===== src/rtl/rx_fifo_ext.sv =====
// Parametrised first-word-fall-through receive FIFO with programmable
// almost-full/almost-empty thresholds, occupancy count, flush and sticky errors.
module rx_fifo_ext #(
    parameter int unsigned DATA_WIDTH = 8,
    parameter int unsigned ADDR_BITS  = 3,
    parameter int unsigned AF_LEVEL   = 6,
    parameter int unsigned AE_LEVEL   = 2
) (
    input  logic                  clk,
    input  logic                  rst,
    input  logic                  flush,
    input  logic                  clr_err,
    input  logic                  w_enable,
    input  logic [DATA_WIDTH-1:0] w_data,
    input  logic                  r_enable,
    output logic [DATA_WIDTH-1:0] r_data,
    output logic                  empty,
    output logic                  full,
    output logic                  almost_full,
    output logic                  almost_empty,
    output logic [ADDR_BITS:0]    count,
    output logic                  overrun,
    output logic                  underrun
);

    localparam int unsigned DEPTH = 1 << ADDR_BITS;
    localparam int unsigned CW    = ADDR_BITS + 1;

    localparam logic [CW-1:0] DEPTH_C = CW'(DEPTH);
    localparam logic [CW-1:0] AF_C    = CW'(AF_LEVEL);
    localparam logic [CW-1:0] AE_C    = CW'(AE_LEVEL);
    localparam logic [CW-1:0] ONE_C   = CW'(1);

    // Handshake: w_enable / r_enable are single-cycle requests sampled at the
    // rising edge; a request is accepted on that same edge when push_ok / pop_ok
    // is true, otherwise it is dropped and recorded in the sticky error flags.
    // There is no stall: full/empty are the only back-pressure indications.

    logic [DATA_WIDTH-1:0] mem [0:DEPTH-1];
    logic [ADDR_BITS-1:0]  wptr_q;
    logic [ADDR_BITS-1:0]  rptr_q;
    logic [CW-1:0]         count_q;
    logic                  overrun_q;
    logic                  underrun_q;

    logic                  full_c;
    logic                  empty_c;
    logic                  push_ok;
    logic                  pop_ok;
    logic                  ovr_event;
    logic                  udr_event;

    // Status decodes come only from the registered count.
    always_comb begin
        full_c  = (count_q == DEPTH_C);
        empty_c = (count_q == '0);
    end

    // A push into a full FIFO is allowed only when a pop frees a slot on the same edge.
    always_comb begin
        push_ok   = w_enable & (~full_c | r_enable);
        pop_ok    = r_enable & ~empty_c;
        ovr_event = w_enable & full_c & ~r_enable;
        udr_event = r_enable & empty_c;
    end

    always_ff @(posedge clk) begin
        if (rst) begin
            wptr_q  <= '0;
            rptr_q  <= '0;
            count_q <= '0;
        end else if (flush) begin
            wptr_q  <= '0;
            rptr_q  <= '0;
            count_q <= '0;
        end else begin
            if (push_ok) begin
                wptr_q <= wptr_q + 1'b1;
            end
            if (pop_ok) begin
                rptr_q <= rptr_q + 1'b1;
            end
            if (push_ok && !pop_ok) begin
                count_q <= count_q + ONE_C;
            end else if (pop_ok && !push_ok) begin
                count_q <= count_q - ONE_C;
            end
        end
    end

    // Storage is deliberately not reset; only the pointers define validity.
    always_ff @(posedge clk) begin
        if (!rst && !flush && push_ok) begin
            mem[wptr_q] <= w_data;
        end
    end

    // An error event on the same edge as clr_err wins; flush raises no events.
    always_ff @(posedge clk) begin
        if (rst) begin
            overrun_q  <= 1'b0;
            underrun_q <= 1'b0;
        end else if (flush) begin
            if (clr_err) begin
                overrun_q  <= 1'b0;
                underrun_q <= 1'b0;
            end
        end else begin
            if (ovr_event) begin
                overrun_q <= 1'b1;
            end else if (clr_err) begin
                overrun_q <= 1'b0;
            end
            if (udr_event) begin
                underrun_q <= 1'b1;
            end else if (clr_err) begin
                underrun_q <= 1'b0;
            end
        end
    end

    always_comb begin
        r_data       = empty_c ? '0 : mem[rptr_q];
        empty        = empty_c;
        full         = full_c;
        almost_full  = (count_q >= AF_C);
        almost_empty = (count_q <= AE_C);
        count        = count_q;
        overrun      = overrun_q;
        underrun     = underrun_q;
    end

endmodule


===== config.mk =====
export PLATFORM = sky130hd
export DESIGN_NAME = rx_fifo_ext
export DESIGN_NICKNAME = d
export VERILOG_FILES = /design/src/rtl/rx_fifo_ext.sv
export SDC_FILE = /design/constraint.sdc
export NUM_CORES = 1
export LEC_CHECK = 0
export ABC_CLOCK_PERIOD_IN_PS = 2500
export CORE_ASPECT_RATIO = 1.2
export CORE_MARGIN = 10
export CORE_UTILIZATION = 40
export CTS_CLUSTER_DIAMETER = 120
export DETAILED_ROUTE_END_ITERATION = 8
export GPL_TIMING_DRIVEN = 0
export HOLD_SLACK_MARGIN = 0.03
export SLEW_MARGIN = 25
export SYNTH_ARGS = -nofsm -noshare
export SYNTH_HDL_FRONTEND = slang
export SYNTH_SLANG_ARGS = --single-unit

===== constraint.sdc =====
create_clock -name clk -period 2.5 [get_ports clk]
set_input_delay 0.25 -clock clk [delete_from_list [all_inputs] [get_ports clk]]
set_output_delay 0.25 -clock clk [all_outputs]
set_load 0.1 [all_outputs]

### After elaboration in Yosys (flattened, before gate mapping)

Memories as Yosys holds them, arrays and structs flattened. A register that Yosys moved wholly into a read port is not among the register bits.
Index checks and enable logic that the tools add are counted.

* flip-flop bits (word level): 12
* latch bits: 0
* bits in writable memories: 64
* bits in read-only memories: 0
* input port bits: 14
* output and inout bits: 18
* logic and storage cells: 46
* memories: 1

* add/sub/neg operators: 4
* multiply operators: 0
* divide/modulo/power cells: 0
* order comparisons: 2
* equality and inequality tests: 1
* shift-type cells: 0
* multiplexer cells: 13
* bitwise logic cells: 9
* reduce and logical (&&, ||, !) cells: 11

Memory list
* mem: words 8, width 8, rd ports 1, clocked after Yosys merged registers in 1, wr ports 1, RTL line 39 `logic [DATA_WIDTH-1:0] mem [0:DEPTH-1];`

Operator list (count)
* 1-bit two-way mux: 8
* 4-bit two-way mux: 2
* 8-bit two-way mux: 1
* 3-bit by 1-bit adder with 3-bit output (second input constant): 2
* 3-bit two-way mux: 2
* 1-bit bitwise AND: 5
* 4-bit by 1-bit adder with 4-bit output (second input constant): 1
* 4-bit == test (second input constant): 1
* 4-bit by 3-bit greater-or-equal comparator with 1-bit output (second input constant): 1
* 4-bit by 2-bit less-or-equal comparator with 1-bit output (second input constant): 1
* 1-bit logical AND: 4
* 1-bit zero test: 4
* 4-bit zero test: 1
* 4-bit by 1-bit subtractor with 4-bit output (second input constant): 1
* 1-bit inverter: 3
* 2-bit nonzero test: 1
* 2-bit OR reduction: 1
* 1-bit bitwise OR: 1

### Depth between registers and ports, before layout

* depth after elaboration: 8
* depth in mapped cells: 10
* depth with buffers taken out: 10

### Worst setup path after synthesis

No wires, ideal clock.

* path type: reg-to-output
* start: register count_q[1], in the netlist count[1]
* end: output port almost_empty
* data arrival time: 3122 ps
* data required time: 2250 ps
* setup slack: -872 ps
* stages on the path, launching flop included: 2
* path buffers: 0
* cells stage by stage: dfxtp_1 a211oi_1

* longest elaborated chain between the ends: 1

RTL lines
* start: declaration: RTL line 42 `logic [CW-1:0] count_q;`
* start signal: assignment: RTL line 84 `count_q <= count_q + ONE_C;`
* start signal: assignment: RTL line 86 `count_q <= count_q - ONE_C;`
* 4-bit by 2-bit less-or-equal comparator with 1-bit output: RTL line 127 `almost_empty = (count_q <= AE_C);`
* end: declaration: RTL line 20 `output logic almost_empty,`

No other way between the ends.

### Worst setup path in the final report

* start: register count_q[2], in the netlist count[2]
* end: register count_q[3], in the netlist count[3]

* longest elaborated chain between the ends: 7
* elaborated cells on any way between the ends: 16
* those cells by class: add/sub: 2; eq/ne: 1; mux: 2; bitwise: 5; reduce/logical: 6

RTL lines
* 4-bit == test *: RTL line 55 `full_c = (count_q == DEPTH_C);`
* 1-bit inverter *: RTL line 61 `push_ok = w_enable & (~full_c | r_enable);`
* 1-bit bitwise OR *: RTL line 61
* 1-bit bitwise AND *: RTL line 61
* named net push_ok: RTL line 48 `logic push_ok;`
* 1-bit zero test: RTL line 85 `end else if (pop_ok && !push_ok) begin`
* 1-bit logical AND: RTL line 85
* 2-bit nonzero test (no source line)

The timed path passes the listed nets; every way through them passes the cells marked *. The select of a mux whose other input is x is not followed.
A chain may end at the register's enable or synchronous reset.

==> flow_summary.yaml <==
finish:
  diodes: 0
  syn_to_final_growth_pct: 23.3
  nets: 257
  drive_above_1_share_pct: 31.0
  utilization_pct: 50.8
  fillers: 649
floorplanning:
  die_w_um: 102
  die_area_sq_um: 12000
  rows: 35
  start_util_pct: 41.2
  die_h_um: 118
  core_area_sq_um: 7750
  pin_count: 32
power_and_ir_drop:
  total_leakage_power_nw: 1.33
  p_int_mw: 2.23
  clock_power_share_pct: 31.5
  switching_share_pct: 31.0
  power_frac_seq_pct: 45.4
  p_sw_mw: 1.00
  powerDensity_nw_per_um2: 821
  pwr-share-comb_pct: 23.1
  vdd_drop_max_mv: 0.348
grt:
  grt_start_max_net_pins: 14
  antenna_found_initial: 0
  grt_pass1_vias: 1715
  grt_pass1_wl_um: 9290
  grt_overflow: 0
  gr-usage-all-layers_pct: 10.6
worst_setup_path:
  arrival_ns: 2.77
  crit_fanout: 7
  slowest_delay_ns: 0.58
  end_kind: "flip-flop"
  path_delay_family: "compound AO/OA/AOI/OAI gates"
  required_ns: 2.79
  cp_cell_sequence: "or4b_4, o21ai_4, inv_2, ha_4, inv_2, ha_1, nand3_2, a211o_1, a211oi_2, a31o_2"
  path_buf_inv: 2
  cp-start-kind: "flip-flop"
  crit_type: "reg -> reg"
  slowest_stage: "or4b_4"
  path_common_cell: "inv_2"
routing:
  vias: 1729
  wl_per_cell_um: 18.3
  drc: 0
  drt-initial-drc-count: 65
  drtAntennaViolNets: 0
  vias_per_cell: 5.18
  dr.pass1.iters: 5
  finalWirelength_um: 6120
yosys:
  synth_async_sr_flop_share_pct: 0
  ys.flop_type: "edfxtp_1"
  yosysTopAreaCell: "edfxtp_1"
  synth.distinct_cells: 35
  synthTopCellsByCount: "64 x edfxtp_1, 26 x nor2_1, 16 x mux4_2, 15 x dfxtp_1, 10 x mux2i_1"
  yosysMostFrequentCell: "edfxtp_1"
  yosys_warnings: 0
  syn_inst: 188
  syn_avg_cell_area_sq_um: 17.0
  synth_area_leaders: "edfxtp_1 60%, mux4_2 11%, dfxtp_1 9.4%"
  ys_seq_area_share_pct: 69.6
  netlist.area_leader.share_pct: 60.2
  synth_nets: 208
  yosys_register_bits: 79
  synth_edf_count: 64
  synthesis.area_sq_um: 3190
cts:
  cts_made_buffers: 9
  clk_pin_slew_ns: 0.08
  cts_buffer_depth: 2
  cts_tree: "built"
  cts_htree_levels: 3
  clock_sinks: 79
  cts_root_buf: "clkbuf_8"
  worstSkewPairLatency_ns: 0.35
sta:
  worstMarginPinSlew_ns: 0.974
  slew_violations: 0
  max_freq_mhz: 402
  fin_crit_sh_pct: 99.5
  setup_viol: 0
  finalHoldViolCount: 0
  fin_hold_ws_ns: 0.482
  fin_skew_ns: 0.0136
  fin_crit_ns: 2.49
  maxSlewHeadroom_pct: 34.9
  worst_slack_ns: 0.0136
placement:
  pre_cts_ws_ns: -0.466
  dp_hpwl_um: 3970
  io_buffers: 31
  place.gp.congestion: 0.698
status:
  status: "finished, final reports clean"
hold_path:
  worstHoldPathType: "reg -> reg"
job:
  drv_cap: 0
[flip-flops by register name, summed over array words and instances, names as in the netlist, named ones only]
| signal | flops |
|---|---|
| rptr_q | 3 |
| wptr_q | 3 |
| mem | 64 |
| count | 4 |
| overrun | 1 |
| underrun | 1 |
[per-layer routing]
layer | GRT usage, % | routed length [um]
met5 | 0 | 0
met1 | 13.1 | 2650
met3 | 3.58 | 367
met4 | 5.91 | 105
met2 | 15.6 | 3000
[through the flow]
stage                     std cells  power (mW)  TNS (ns)  cell area, sq um
after floorplan                 188        2.06     -1.01              3240
after detailed placement        313        2.25     -4.62              3690
after global routing            334        3.35   -0.0407              3940
after CTS                       329        3.23    -0.300              3880
final                           334        3.23         0              3940
after global placement          311        2.24    -10.11              3660
[tightest hold or removal path: cells and delay by family (launching register included)]
| family | cells | cell delay, ns |
|---|---|---|
| AND/OR/NAND/NOR | 1 | 0.06 |
| AO/OA/AOI/OAI | 1 | 0.05 |
| flip-flops | 1 | 0.32 |
[final timing paths]
check / startpoint / slack, ns / cells past startpoint / endpoint
setup / recovery: count[2] / 0.01 / 10 / count[3]
hold / removal: underrun / 0.48 / 2 / underrun
setup reg to reg: count[2] / 0.01 / 10 / count[3]
hold reg to reg: underrun / 0.48 / 2 / underrun
[cells in the final DEF, fill, tap and decap left out, types with 2 or more instances in the layout]
cell	count
edfxtp_1	64
nand2b_1	4
nand3_2	2
buf_4	10
clkbuf_2	2
ha_4	2
nand3b_1	2
clkdlybuf4s50_1	20
buf_2	7
a21oi_1	4
mux2i_1	10
dfxtp_4	4
nor3_2	2
nand3_1	2
buf_6	2
nor2_1	26
clkbuf_8	10
nand2_1	4
clkinv_2	2
a211oi_2	2
ha_1	3
inv_2	2
mux4_2	16
bufinv_16	2
dfxtp_1	10
inv_1	2
clkbuf_4	2
xor2_1	4
clkbuf_1	3
[logic make-up after synthesis]
kind of cell,synth area share (%)
fa+ha+maj,2.59
xor+xnor,1.37
flops,69.6
mux,14.4
buf+inv,1.96
compound gates,2.55
simple gates,7.52
[what timing repair did]
action,CTS,global route
pin swaps,1,5
hold buffers,0,0
setup buffers,1,5
setup endpoints to repair,11,11
cloned,0,0
resized for setup,43,15
hold endpoints to repair,0,0
[cell type report]
type	count	area, sq um	share of cell area [%]
buffer	7	47.5	1.21
timing repair buffer	39	330	8.39
inverter	4	15.0	0.381
clock buffer	12	145	3.69
sequential	79	2240	56.8
multi-input combinational	97	976	24.8
clock inverter	4	70.1	1.78
tap	92	115	2.92
[power groups by stage]
stage	sequential (mW)	clock [mW]	combinational (mW)
2_1_floorplan	1.56	0	0.495
3_3_place_gp	1.49	0	0.745
3_5_place_dp	1.50	0	0.750
4_1_cts	1.47	1.04	0.728
5_1_grt	1.47	1.10	0.787
6_report	1.47	1.02	0.746
Note: power is estimated with default switching activity, not from simulation.
